==> config.mk <==
export PLATFORM = sky130hd
export DESIGN_NAME = onehot_ring_seq
export DESIGN_NICKNAME = d
export VERILOG_FILES = /design/src/rtl/onehot_ring_seq.sv
export SDC_FILE = /design/constraint.sdc
export NUM_CORES = 1
export LEC_CHECK = 0
export ABC_CLOCK_PERIOD_IN_PS = 1900
export CORE_MARGIN = 4
export CORE_UTILIZATION = 47
export CTS_BUF_LIST = sky130_fd_sc_hd__clkbuf_4
export DETAILED_ROUTE_END_ITERATION = 8
export PLACE_DENSITY = 0.88
export SLEW_MARGIN = 25
export SYNTH_ARGS = -nofsm -noshare
export SYNTH_HDL_FRONTEND = slang
export SYNTH_SLANG_ARGS = --single-unit
==> constraint.sdc <==
create_clock -name clk -period 1.9 [get_ports clk]
set_clock_uncertainty 0.2 [all_clocks]
set_input_delay 0.38 -clock clk [delete_from_list [all_inputs] [get_ports clk]]
set_output_delay 0.38 -clock clk [all_outputs]
set_load 0.05 [all_outputs]
==> src/rtl/onehot_ring_seq.sv <==
// onehot_ring_seq: registered one-hot ring sequencer with load, wrap pulse,
// step counter and illegal-state recovery.
//
// Ports:
//   clk            rising-edge clock
//   rst            synchronous active-high reset
//   step_in        advance the ring one position this cycle
//   dir_in         0 = forward (rotate-left), 1 = reverse (rotate-right)
//   load_in        load load_val into the ring (wins over step_in)
//   load_val       value to load; a non-one-hot value forces INIT and sets err_out
//   state_out      registered ring state
//   next_state_out combinational rotation of state_out per dir_in
//   wrap_out       registered 1-cycle pulse when a step crosses the ring end
//   step_cnt       count of accepted steps
//   err_out        sticky illegal-load / illegal-state flag, cleared by rst
//
// Build option: define RING_SEQ_SAT_CNT_EN to make step_cnt saturate at
// all-ones instead of wrapping to zero.

module onehot_ring_seq #(
    parameter int               WIDTH = 3,
    parameter logic [WIDTH-1:0] INIT  = WIDTH'(1),
    parameter int               CNT_W = 8
) (
    input  logic             clk,
    input  logic             rst,
    input  logic             step_in,
    input  logic             dir_in,
    input  logic             load_in,
    input  logic [WIDTH-1:0] load_val,
    output logic [WIDTH-1:0] state_out,
    output logic [WIDTH-1:0] next_state_out,
    output logic             wrap_out,
    output logic [CNT_W-1:0] step_cnt,
    output logic             err_out
);

    function automatic logic is_onehot(input logic [WIDTH-1:0] v);
        return (v != '0) && ((v & (v - WIDTH'(1))) == '0);
    endfunction

    logic [WIDTH-1:0] rot_fwd;
    logic [WIDTH-1:0] rot_rev;
    logic             state_ok;
    logic             load_ok;
    logic             crosses_end;
    logic [CNT_W-1:0] cnt_nxt;

    always_comb begin
        rot_fwd        = {state_out[WIDTH-2:0], state_out[WIDTH-1]};
        rot_rev        = {state_out[0], state_out[WIDTH-1:1]};
        next_state_out = dir_in ? rot_rev : rot_fwd;
        state_ok       = is_onehot(state_out);
        load_ok        = is_onehot(load_val);
        // The hot bit leaves the ring end in the stepping direction.
        crosses_end    = dir_in ? state_out[0] : state_out[WIDTH-1];
    end

`ifdef RING_SEQ_SAT_CNT_EN
    assign cnt_nxt = (step_cnt == '1) ? step_cnt : step_cnt + CNT_W'(1);
`else
    assign cnt_nxt = step_cnt + CNT_W'(1);
`endif

    always_ff @(posedge clk) begin
        if (rst) begin
            state_out <= INIT;
            wrap_out  <= 1'b0;
            step_cnt  <= '0;
            err_out   <= 1'b0;
        end else begin
            wrap_out <= 1'b0;
            if (load_in) begin
                if (load_ok) begin
                    state_out <= load_val;
                end else begin
                    state_out <= INIT;
                    err_out   <= 1'b1;
                end
            end else if (step_in) begin
                step_cnt <= cnt_nxt;
                if (state_ok) begin
                    state_out <= next_state_out;
                    wrap_out  <= crosses_end;
                end else begin
                    // Corrupted ring: resynchronise instead of rotating garbage.
                    state_out <= INIT;
                    err_out   <= 1'b1;
                end
            end
        end
    end

endmodule

; Word-level counts from Yosys, hierarchy flattened
; Index checks and enable logic that the tools add are counted.
[classes]
addsub = 3
n_reduce_logical = 10
muxes = 10
bitwise = 5
n_eq_ne = 2
[ops]
columns = operator, count
row1 = $mux W3, 5
row2 = $add A8 B1 Y8 const B, 1
row3 = $and A3 B3 Y3, 2
row4 = $logic_not A3 Y1, 2
row5 = $reduce_bool A3 Y1, 2
row6 = $sub A3 B1 Y3 const B, 2
row7 = $mux W1, 5
row8 = $ne A2 B2 Y1 const B, 2
row9 = $reduce_or A4 Y1, 1
row10 = $not A1 Y1, 3
row11 = $reduce_and A3 Y1, 1
row12 = $logic_and A1 B1 Y1, 2
row13 = $reduce_and A2 Y1, 1
row14 = $reduce_bool A2 Y1, 1
[totals]
reg_bits = 13
out_inout_bits = 16
in_bits = 8

; Longest topological paths before layout
[logic_depth]
ltp_word = 7
mapped_depth = 4

; Least setup slack after synthesis
; No wires, ideal clock.
[synth_timing]
path_type = reg2out
startpoint = reg state_out[0]
endpoint = out next_state_out[1]
setup_slack_ps = -64
t_arrival_ps = 1384
path_stages_with_launch = 4
cell_sequence = dfxtp_1 -> clkbuf_1 -> nand2b_1 -> nand2_1
[synth_between]
elab_chain_len = 1
[synth_rtl]
columns = element, line_no
row1 = "start, declared", 31  ; output logic [WIDTH-1:0] state_out,
row2 = "start signal, assigned", 75  ; state_out <= load_val;
row3 = "start signal, assigned", 83  ; state_out <= next_state_out;
row4 = $mux W3, 52  ; next_state_out = dir_in ? rot_rev : rot_fwd;
row5 = "end, declared", 32  ; output logic [WIDTH-1:0] next_state_out,
; No other way between the ends.

; Final worst setup path
[layout_timing]
startpoint = in dir_in
endpoint = out next_state_out[1]
[layout_between]
elab_chain_len = 1
[layout_rtl]
columns = element, line_no
row1 = "start, declared", 28  ; input logic dir_in,
row2 = $mux W3, 52
; No other way between the ends.

==> flow_metrics.tcl <==
set metrics [dict create \
    syn_area_um2 767 \
    numPortBuffers 23 \
    grt_pass1_vias 752 \
    crit_required_ps 1320 \
    ys_ff_latch 13 \
    initialDrtViolationCount 26 \
    die_w_um 48.4 \
    ant_nets 0 \
    tns_ps 0 \
    min_from "err_out$_SDFFE_PP0P_" \
    drc_errors 0 \
    hold_path.class "reg2reg" \
    dr.pass1.iters 5 \
    cts-root-buf "clkbuf_4" \
    numClockSinks 13 \
    clk_latency_ps 290 \
    critPathKind "in2out" \
    critPathArrivalTime_ps 1230 \
    nets 134 \
    cap_viol_max_count 0 \
    setup_viol 0 \
    grt_overflow 0 \
    vias 825 \
    ys.flop_type "dfxtp_1" \
    cp_max_fo 6 \
    cts_tree "built" \
    cts.clk_slew.worst_paths_ps 90 \
    finalHoldViolations 0 \
    clockBufferDepth 2 \
    h-tree-depth 1 \
    fin_crit_ps 1810 \
    synth_top_cell_by_area "dfxtp_1" \
    cts_made_buffers 3 \
    rsz0062_at_grt "false" \
    hold_buffers 0 \
    worstMarginPinSlew_ps 356 \
    post_drt_wl_per_cell_um 15.4 \
    leakagePower_nw 0.451 \
    max_freq_ghz 0.552 \
    final_cell_count_no_fill 140 \
    slew_headroom 0.762 \
    grt_usage 0.187 \
    yosys-top-cells-count "dfxtp_1 (13), a21oi_1 (9), clkbuf_1 (6), nand2_1 (6), nor2_1 (5)" \
    gp_congestion 0.813 \
    async_flop_share 0 \
    die_area_um2 2340 \
    netlist.area_leader.share 0.339 \
    syn_area_per_cell_um2 8.34 \
    ys_types 35 \
    grt_pass1_wl_mm 3.53 \
    drive_above_1_share 0.331 \
    grt_max_degree 13 \
    diodes 0 \
    fp.dieH_um 48.4 \
    crit_path_end_kind "output pin" \
    p_per_area_nw_per_um2 604 \
    synth.most_common_cell "dfxtp_1" \
    num_rows 14 \
    pre_cts_slack_ps -226 \
    vias_per_cell 5.89 \
    core-area_um2 1520 \
    r2r_start "step_cnt[0]$_SDFFE_PP0P_" \
    place_inst 136 \
    syn_inst 92 \
    ios 24 \
    synth.net_count 101 \
    min_period_over_period 0.953 \
    drv_slew 0 \
    nFillCells 114 \
    yosysWarnings 0 \
    synth_area_leaders "dfxtp_1 (34%), a21oi_1 (5.9%), mux2_2 (4.4%)" \
    yosysSeqAreaShare 0.339 \
    irDropWorstVdd_uv 417 \
    routed_wl_mm 2.16 \
    antenna_found_initial 0 \
    synthToLayoutAreaGrowth_pct 50.1 \
    crit_path_start "dir_in" \
    setup_ws_ps 88.5 \
    synth_edf_count 0 \
    dp_hpwl_mm 1.69 \
    start_kind "input port" \
    start_util 0.503 \
    status "complete, no violations" \
]
==> layout by cell type (no fill, tap or decap), drive strengths merged, types with 3 or more instances in the layout <==
cell type and n:
clkbuf 3, buf 28, dfxtp 13, xnor2 3, mux2 3, a21oi 9
nand2b 5, nor2b 4, nor2 5, clkdlybuf4s50 6, nand2 6, o31ai 3
==> report_power, final <==
group	switching, mW	leakage [nW]	internal, mW
Combinational	0.115	0.328	0.100
Clock	0.103	0.0177	0.0783
Sequential	0.0159	0.106	0.283
==> layout make-up <==
type	instances	area, um^2	area share
Multi-Input combinational cell	70	468	0.407
Clock inverter	1	5.00	0.00435
Clock buffer	3	22.5	0.0196
Inverter	2	7.51	0.00652
Sequential cell	13	262	0.227
Timing Repair Buffer	35	367	0.318
Tap cell	16	20.0	0.0174
==> routing by layer <==
layer | global-route usage | share of wire
met1 | 0.235 | 0.40
met2 | 0.304 | 0.51
met3 | 0.0337 | 0.050
met4 | 0.0876 | 0.034
met5 | 0 | 0
==> critical path, cell delays in order <==
cell and delay [ps]:
dlygate4sd2_1 270, buf_4 160, nand2b_1 170, nand2_2 100, buf_12 130
==> cell families after synthesis <==
group,share of synthesized area
fa+ha+maj,0.0163
xor+xnor,0.0343
simple gates,0.310
compound gates,0.202
flops,0.339
mux,0.0440
buf+inv,0.0538
==> state kept, by name, indices dropped and copies added (netlist names) <==
signal,flops
step_cnt,8
err_out,1
wrap_out,1
state_out,3
==> stage by stage <==
stage | power [mW] | hold WS, ps | utilization | instance area [um^2]
2_1_floorplan | 0.420 | 315 | - | 771
3_3_place_gp | 0.511 | 257 | 0.738 | 1120
3_5_place_dp | 0.518 | 260 | 0.738 | 1120
4_1_cts | 0.691 | 272 | 0.755 | 1150
5_1_grt | 0.726 | 317 | 0.755 | 1150
6_report | 0.695 | 271 | 0.755 | 1150
==> path summary, 6_finish.rpt <==
kind,endpoint,slack (ps),cells after the start
hold reg to reg,err_out$_SDFFE_PP0P_,270,2
hold / removal,err_out$_SDFFE_PP0P_,270,2
setup reg to reg,step_cnt[7]$_SDFFE_PP0P_,290,3
setup / recovery,next_state_out[1],90,5
==> what timing repair did <==
item,CTS,global route
setup buffers,0,0
resized for setup,1,0
endpoints found under the setup margin,3,0
endpoints found under the hold margin,0,0
No activity file was read; power rests on OpenSTA's default activity.
